==> config.mk <==
export PLATFORM = sky130hd
export DESIGN_NAME = sc_run_controller
export DESIGN_NICKNAME = d
export VERILOG_FILES = /design/src/rtl/sc_pkg.sv /design/src/rtl/sc_halt_detect.sv /design/src/rtl/sc_run_controller.sv
export SDC_FILE = /design/constraint.sdc
export NUM_CORES = 1
export LEC_CHECK = 0
export ABC_AREA = 0
export ABC_CLOCK_PERIOD_IN_PS = 6150
export CAP_MARGIN = 40
export CORE_MARGIN = 5
export CORE_UTILIZATION = 48
export CTS_CLUSTER_DIAMETER = 150
export DETAILED_ROUTE_END_ITERATION = 10
export PLACE_DENSITY_LB_ADDON = 0.2
export SYNTH_ARGS = -nofsm -noshare
export SYNTH_HDL_FRONTEND = slang
export SYNTH_SLANG_ARGS = --single-unit
==> constraint.sdc <==
create_clock -name clk -period 6.15 [get_ports clk]
set_input_delay 0.615 -clock clk [delete_from_list [all_inputs] [get_ports clk]]
set_output_delay 0.615 -clock clk [all_outputs]
set_load 0.02 [all_outputs]
==> src/rtl/sc_pkg.sv <==
// Shared encodings for the single-cycle run harness: controller states and
// the two-bit run status codes reported to the host.
package sc_pkg;

  typedef enum logic [2:0] {
    S_IDLE   = 3'd0,
    S_LOAD   = 3'd1,
    S_LOADED = 3'd2,
    S_RUN    = 3'd3,
    S_DONE   = 3'd4
  } state_t;

  localparam logic [1:0] ST_NONE    = 2'b00;
  localparam logic [1:0] ST_HALT    = 2'b01;
  localparam logic [1:0] ST_TIMEOUT = 2'b10;
  localparam logic [1:0] ST_OVF     = 2'b11;

endpackage

==> src/rtl/sc_halt_detect.sv <==
// Flags a halt once the core PC has stayed unchanged for HALT_CYCLES
// consecutive running cycles (a jal x0,0 self-loop).
module sc_halt_detect #(
  parameter int HALT_CYCLES = 4
) (
  input  logic        clk,
  input  logic        rst_ni,
  input  logic        en_i,
  input  logic [31:0] pc_i,
  output logic        halt_o
);

  localparam int CW = $clog2(HALT_CYCLES) + 1;
  localparam logic [CW-1:0] HALT_AT = CW'(HALT_CYCLES - 1);

  logic [31:0]   pc_q;
  logic [CW-1:0] same_cnt_q, same_cnt_d;
  logic          primed_q;
  logic          match;

  // The first running cycle has no previous PC, so it never counts as a repeat.
  assign match = primed_q && (pc_i == pc_q);

  always_comb begin
    same_cnt_d = '0;
    if (match) begin
      same_cnt_d = (same_cnt_q == HALT_AT) ? same_cnt_q : same_cnt_q + 1'b1;
    end
  end

  assign halt_o = en_i && match && (same_cnt_d == HALT_AT);

  always_ff @(posedge clk) begin
    if (!rst_ni || !en_i) begin
      pc_q       <= '0;
      same_cnt_q <= '0;
      primed_q   <= 1'b0;
    end else begin
      pc_q       <= pc_i;
      same_cnt_q <= same_cnt_d;
      primed_q   <= 1'b1;
    end
  end

endmodule

==> src/rtl/sc_run_controller.sv <==
// Run harness for the single-cycle core: streams an image into instruction
// memory, releases the core, and stops on halt or cycle budget.
module sc_run_controller
  import sc_pkg::*;
#(
  parameter int DATA_WIDTH  = 32,
  parameter int ADDR_WIDTH  = 6,
  parameter int RUN_CYCLES  = 50,
  parameter int HALT_CYCLES = 4,
  parameter int CNT_WIDTH   = 16
) (
  input  logic                  clk,
  input  logic                  rst,
  input  logic                  load_valid,
  output logic                  load_ready,
  input  logic [DATA_WIDTH-1:0] load_data,
  input  logic                  load_last,
  input  logic                  start,
  input  logic                  clear,
  input  logic [31:0]           pc,
  output logic                  mem_we,
  output logic [ADDR_WIDTH-1:0] mem_addr,
  output logic [DATA_WIDTH-1:0] mem_wdata,
  output logic                  core_rst,
  output logic                  busy,
  output logic                  done,
  output logic [1:0]            status,
  output logic [ADDR_WIDTH:0]   words_loaded,
  output logic [CNT_WIDTH-1:0]  cycle_count
);

  localparam logic [ADDR_WIDTH-1:0] PTR_MAX = '1;
  localparam logic [CNT_WIDTH-1:0]  RUN_LIM = CNT_WIDTH'(RUN_CYCLES);

  state_t                state_q, state_d;
  logic [ADDR_WIDTH-1:0] wr_ptr_q, wr_ptr_d;
  logic [ADDR_WIDTH:0]   words_q, words_d;
  logic [CNT_WIDTH-1:0]  cycle_q, cycle_d, cycle_inc;
  logic [1:0]            status_q, status_d;
  logic                  core_rst_q, core_rst_d;
  logic                  accept;
  logic                  halt;

  sc_halt_detect #(
    .HALT_CYCLES(HALT_CYCLES)
  ) u_halt (
    .clk   (clk),
    .rst_ni(rst),
    .en_i  (core_rst_q),
    .pc_i  (pc),
    .halt_o(halt)
  );

  assign load_ready = (state_q == S_IDLE) || (state_q == S_LOAD);
  assign accept     = load_valid && load_ready;
  assign cycle_inc  = (cycle_q == '1) ? cycle_q : cycle_q + 1'b1;

  always_comb begin
    state_d    = state_q;
    wr_ptr_d   = wr_ptr_q;
    words_d    = words_q;
    cycle_d    = cycle_q;
    status_d   = status_q;
    core_rst_d = core_rst_q;
    case (state_q)
      S_IDLE, S_LOAD: begin
        if (accept) begin
          words_d = words_q + 1'b1;
          // The pointer parks on the last word so an overflow never wraps.
          if (wr_ptr_q != PTR_MAX) begin
            wr_ptr_d = wr_ptr_q + 1'b1;
          end
          if (load_last) begin
            state_d = S_LOADED;
          end else if (wr_ptr_q == PTR_MAX) begin
            state_d  = S_DONE;
            status_d = ST_OVF;
          end else begin
            state_d = S_LOAD;
          end
        end
      end
      S_LOADED: begin
        if (start) begin
          state_d    = S_RUN;
          core_rst_d = 1'b1;
        end
      end
      S_RUN: begin
        cycle_d = cycle_inc;
        // Halt is checked first so it wins when both end the same cycle.
        if (halt) begin
          state_d    = S_DONE;
          status_d   = ST_HALT;
          core_rst_d = 1'b0;
        end else if (cycle_inc >= RUN_LIM) begin
          state_d    = S_DONE;
          status_d   = ST_TIMEOUT;
          core_rst_d = 1'b0;
        end
      end
      S_DONE: begin
        if (clear) begin
          state_d  = S_IDLE;
          wr_ptr_d = '0;
          words_d  = '0;
          cycle_d  = '0;
          status_d = ST_NONE;
        end
      end
      default: begin
        state_d    = S_IDLE;
        core_rst_d = 1'b0;
      end
    endcase
  end

  always_ff @(posedge clk) begin
    if (!rst) begin
      state_q    <= S_IDLE;
      wr_ptr_q   <= '0;
      words_q    <= '0;
      cycle_q    <= '0;
      status_q   <= ST_NONE;
      core_rst_q <= 1'b0;
    end else begin
      state_q    <= state_d;
      wr_ptr_q   <= wr_ptr_d;
      words_q    <= words_d;
      cycle_q    <= cycle_d;
      status_q   <= status_d;
      core_rst_q <= core_rst_d;
    end
  end

  assign mem_we       = accept;
  assign mem_addr     = wr_ptr_q;
  assign mem_wdata    = load_data;
  assign core_rst     = core_rst_q;
  assign busy         = (state_q == S_LOAD) || (state_q == S_RUN);
  assign done         = (state_q == S_DONE);
  assign status       = status_q;
  assign words_loaded = words_q;
  assign cycle_count  = cycle_q;

endmodule

After elaboration in Yosys (flattened, before gate mapping)
Cells that the tools add are included.
W data, S select, Z words.
- input bits: 70
- bits in registers: 71
- reductions and logical operators: 21
- magnitude comparators: 1
- add/subtract/negate cells: 4
- bitwise logic cells: 1
- muxes and demuxes: 32
- eq/ne operators: 17
- operators with widths (cell ; count):
    $eq A32 B32 Y1 ; 1
    $mux W16 ; 2
    $pmux W16 S2 ; 1
    $mux W3 ; 9
    $mux W6 ; 3
    $add A16 B1 Y16 const B ; 1
    $eq A16 B16 Y1 const B ; 1
    $ge A16 B6 Y1 const B ; 1
    $mux W7 ; 2
    $pmux W7 S2 ; 1
    $eq A3 B2 Y1 const B ; 4
    $mux W2 ; 6
    $ne A2 B2 Y1 const B ; 6
    $pmux W3 S4 ; 1
    $pmux W6 S2 ; 1
    $reduce_and A4 Y1 ; 2
    $add A7 B1 Y7 const B ; 1
    $add A6 B1 Y6 const B ; 1
    $eq A6 B6 Y1 const B ; 1
    $ne A6 B6 Y1 const B ; 1
    $pmux W2 S3 ; 1
    $reduce_and A3 Y1 ; 2
    $reduce_and A6 Y1 ; 1
    $logic_and A1 B1 Y1 ; 4
    15 further kinds ; 22

Longest topological paths before layout
- word-level depth: 7
- gate-level depth with buffers: 9
- mapped depth without buffers: 8

Hierarchy
A second synthesis with hierarchy kept.
- cells, all modules: 465
- area, all modules: 4065.1 um^2
- by module, submodules not included (module ; cells each ; instances ; sequential area each (um^2) ; area each (um^2)):
    sc_run_controller ; 319 ; 1 ; 700.7 ; 2582.5
    sc_halt_detect ; 146 ; 1 ; 720.7 ; 1482.7

Worst setup path before layout
OpenSTA, ideal clock, no wires.
- path type: input-to-reg
- start: input port pc[23]
- end: register state_q[0]
- stages on the path: 7
- path slack: 3.864 ns
- arrival: 2.215 ns
- cells stage by stage: inv_1 -> a221o_1 -> or4_4 -> nor4_4 -> nor4_4 -> a21oi_1 -> mux2i_1
- longest elaborated chain between the ends: 7
- elaborated cells on any way between the ends: 10
- ends and longest elaborated chain (element ; line ; RTL):
    start: declaration ; sc_run_controller.sv:20 ; input logic [31:0] pc,
    $eq A32 B32 Y1 (*) ; sc_halt_detect.sv:22 ; assign match = primed_q && (pc_i == pc_q);
    $logic_and A1 B1 Y1 (*) ; sc_halt_detect.sv:22 ;
    $mux W3 ; sc_halt_detect.sv:26 ; if (match) begin
    $eq A3 B2 Y1 ; sc_halt_detect.sv:31 ; assign halt_o = en_i && match && (same_cnt_d == HALT_AT);
    $logic_and A1 B1 Y1 (*) ; sc_halt_detect.sv:31 ;
    $ne A3 B3 Y1 (no source line) / $mux W3 (equally long branches) ; -- ;
    $reduce_and A4 Y1 (no source line) / $pmux W3 S4 (equally long branches) ; -- ;
    end signal: assignment ; sc_run_controller.sv:127 ; state_q <= state_d;
    end: declaration ; sc_run_controller.sv:35 ; state_t state_q, state_d;
Mark *: on every way between the ends. The rest lies on a longest branch, timed or not.
A chain may end at the register's enable or synchronous reset.

Final worst setup path
- start: input port load_valid
- end: output port mem_we
- longest elaborated chain between the ends: 1
- ends and longest elaborated chain (element ; line ; RTL):
    start: declaration ; sc_run_controller.sv:14 ; input logic load_valid,
    $logic_and A1 B1 Y1 ; sc_run_controller.sv:55 ; assign accept = load_valid && load_ready;
    end: declaration ; sc_run_controller.sv:21 ; output logic mem_we,
No other way between the ends.

==> metrics.md <==
| Metric | Value |
|---|---|
| Outcome | `finished clean` |
| Worst-path clk slew | `about 0.07 ns` |
| Crit-path max FO | `5` |
| Drt wl/cell | `14.8 um` |
| CTS sink cnt | `71` |
| Largest cells by area after synthesis | `dfxtp_1 (38%), buf_4 (6.8%), xor2_1 (6.3%)` |
| Crit. End Element | `output port` |
| Die width | `98.6 um` |
| Worst hold start | `status[0]$_SDFFE_PN0P_` |
| Worst Skew | `0.00934 ns` |
| Longest Clk Path Bufs | `2` |
| H-tree depth | `3` |
| Crit path kind | `input port to output port` |
| Hold slack final | `roughly 0.47 ns` |
| Yosys top cell by area | `dfxtp_1` |
| Worst Hold End | `status[0]$_SDFFE_PN0P_` |
| Rows | `32` |
| Via density per instance | `between 5 and 6` |
| Top cell type's share of synthesized area | `37.8%` |
| Period utilization | `43.0%` |
| Drt total wl | `8470 um` |
| Filler-free cell count of the finished design | `572` |
| Commonest cells post-synth | `dfxtp_1 (71), nor2_1 (37), buf_4 (34)` |
| Post-layout minimum cycle time | `2.65 ns` |
| # DRC | `0` |
| First-pass GRT wire length | `14100 um` |
| P_leak | `~1.7 nW` |
| Max VDD drop | `0.119 mV` |
| Vias in the first global route | `~2900` |
| Number of synthesized flops with an enable pin | `0` |
| Final count of hold timing violations | `0` |
| Sequential share of power | `53.5%` |
| Largest net degree at the start of global routing | `34` |
| Setup Viol. Count Final | `0` |
| Setup TNS | `0 ns` |
| Slew @ Worst Pin | `0.841 ns` |
| Mean Syn Cell Area | `8.67 sq um` |
| Clock Latency Late Sink | `0.34 ns` |
| Full die area | `9720 sq um` |
| Most common cell in the netlist | `dfxtp_1` |
| Initial antenna violation count | `0` |
| Max cap viols | `0` |
| Via Count | `between 3000 and 4000` |
| Slew Viols, Final | `0` |
| Layout fillers | `slightly above 700` |
| Synth unique cells | `57` |
| CTS tree | `yes` |
| GRT overflow | `0` |
| Async SR Flop Fraction | `0%` |
| FF-to-FF setup slack | `3.53 ns` |
| Tightest Hold Check Type | `register to register` |
| Sequential fraction of the synthesis area | `37.8%` |
| First-pass DRT Iterations | `5` |
| Layout cells sized above 1 | `under 10%` |
| Routed met2 length | `4020 um` |
| Comb pwr share | `between 10% and 20%` |
| Critical R2R Launch | `cycle_count[0]$_SDFFE_PN0P_` |
| Synth-to-layout area growth | `18.7%` |
| Initial Utilization | `49.0%` |
| Synthesized area | `around 3800 sq um` |
| Synth warnings | `0` |
| Pwr Density | `202 nW/um^2` |
| Resize count post-CTS | `0` |
| Hold depth | `2` |
| Pint | `0.670 mW` |
| Top Metal Used | `met4` |
| Reg2Reg Depth | `7` |
| Switching fraction of total power | `approximately a quarter` |
| Hold_buf cts | `0` |
| CP arrival | `2.03 ns` |
| #FFs+latches synth | `71` |
| RSZ-0062 raised after global routing | `no` |
| CTS buffer count | `9` |
| DP HPWL | `6200 um` |
| Startpoint types | `input port` |
| Top FF cell, synth | `dfxtp_1` |
| Root buffer cell | `clkbuf_8` |
| Clock network power share | `34.9%` |
| Relative slew slack | `43.9%` |
| Post-CTS Setup Inserts | `0` |
| Die Span Y | `98.6 um` |
| ANT cells | `0` |
| CP Data Required Time | `5.53 ns` |
| Reg2reg end | `cycle_count[1]$_SDFFE_PN0P_` |
| Net switching power figure | `about 0.23 mW` |
| Net Count, Synth | `508` |
| GPL Wtd Cong | `slightly above 0.9` |
| Final ANT Viol Nets | `0` |
| 1st-iter DRT viols | `192` |
| Wire length on met1 | `about 3800 um` |
| Placed insts | `557` |
| Core area | `between 7000 and 8000 sq um` |
| FMAX | `~380 MHz` |
| Met3 wire length | `~530 um` |
| Mapped Cells | `434` |
| Final net count | `540` |
| Port bufs | `between 70 and 80` |
| Total GRT Usage | `17.4%` |
| Ports | `about 140` |
## cells by family (layout without fill, tap and decap cells)
group | count (synthesis) | after routing | share of synthesized area (%)
AND/OR/NAND/NOR | 180 | 180 | 27.3
multiplexers | 5 | 5 | 1.33
flip-flops | 71 | 71 | 37.8
adder cells (fa/ha/maj) | 4 | 4 | 1.33
XOR/XNOR | 44 | 44 | 10.2
buffers and inverters | 62 | 98 | 9.77
AO/OA/AOI/OAI | 68 | 68 | 12.3
## power groups by stage
stage / clock, mW / sequential (mW) / combinational, mW
5_1_grt: 0.344 / 0.485 / 0.115
3_5_place_dp: 0 / 0.493 / 0.105
3_3_place_gp: 0 / 0.493 / 0.103
4_1_cts: 0.327 / 0.483 / 0.106
2_1_floorplan: 0 / 0.491 / 0.0841
6_report: 0.315 / 0.482 / 0.105
## layout by cell type (no fill, tap or decap), drive strengths merged, types with 6 or more instances in the layout
cell type      netlist  routed
xor2                27      27
o22ai                7       7
clkbuf              16      10
nor4                 8       8
nand4               12      12
xnor2               17      17
nor2                37      37
dfxtp               71      71
inv                  9       9
nand3               13      13
and4                 6       6
o21ai                8       8
a21oi               19      19
clkdlybuf4s50        0      73
nor3                10      10
nand2               32      32
and3                33      33
## critical path, stage by stage
cell             delay, ns
clkdlybuf4s50_1       0.54
and2_1                0.24
clkdlybuf4s50_1       0.64
## routing by layer
| layer | GRT usage, % | vias to the layer above |
|---|---|---|
| li1 | - | 1586 |
| met1 | 23.7 | 1466 |
| met2 | 27.9 | 104 |
| met3 | 3.68 | 16 |
| met4 | 5.36 | 0 |
| met5 | 0 | - |
## how the worst max path moves through the flow
stage | start | to | slack [ns] | cells after the start
6_report | load_valid | mem_we | 3.50 | 3
5_1_grt | cycle_count[0]$_SDFFE_PN0P_ | cycle_count[11]$_SDFFE_PN0P_ | 3.30 | 8
4_1_cts | load_valid | mem_we | 3.49 | 3
3_5_place_dp | pc[23] | state_q[0]$_SDFFE_PN0P_ | 3.25 | 8
3_3_place_gp | rst | u_halt.same_cnt_q[2]$_SDFF_PN0_ | 2.91 | 5
2_1_floorplan | pc[23] | state_q[0]$_SDFFE_PN0P_ | 3.86 | 7
## state kept, by name, summed over array words and instances, names as in the netlist
name / count
state_q: 3
words_loaded: 7
status: 2
u_halt.pc_q: 32
u_halt.primed_q: 1
cycle_count: 16
u_halt.same_cnt_q: 3
core_rst: 1
mem_addr: 6
## final cells by class
type / count / area, sq um / area share (%)
inverter: 9 / 33.8 / 0.756
clock inverter: 5 / 36.3 / 0.812
clock buffer: 10 / 128 / 2.86
timing repair buffer: 74 / 746 / 16.7
tap: 102 / 128 / 2.86
multi-input combinational: 301 / 1980 / 44.2
sequential: 71 / 1420 / 31.8
## metrics by stage
step           power (mW)  util, %  worst slack, ns  cell area, sq um
6_report            0.902     58.1             3.50              4470
5_1_grt             0.944     58.1             3.30              4470
4_1_cts             0.915     58.1             3.49              4470
3_5_place_dp        0.598     56.0             3.25              4300
3_3_place_gp        0.596     55.8             2.91              4290
2_1_floorplan       0.575        -             3.86              3760
Power figures use the tool's default switching activity.
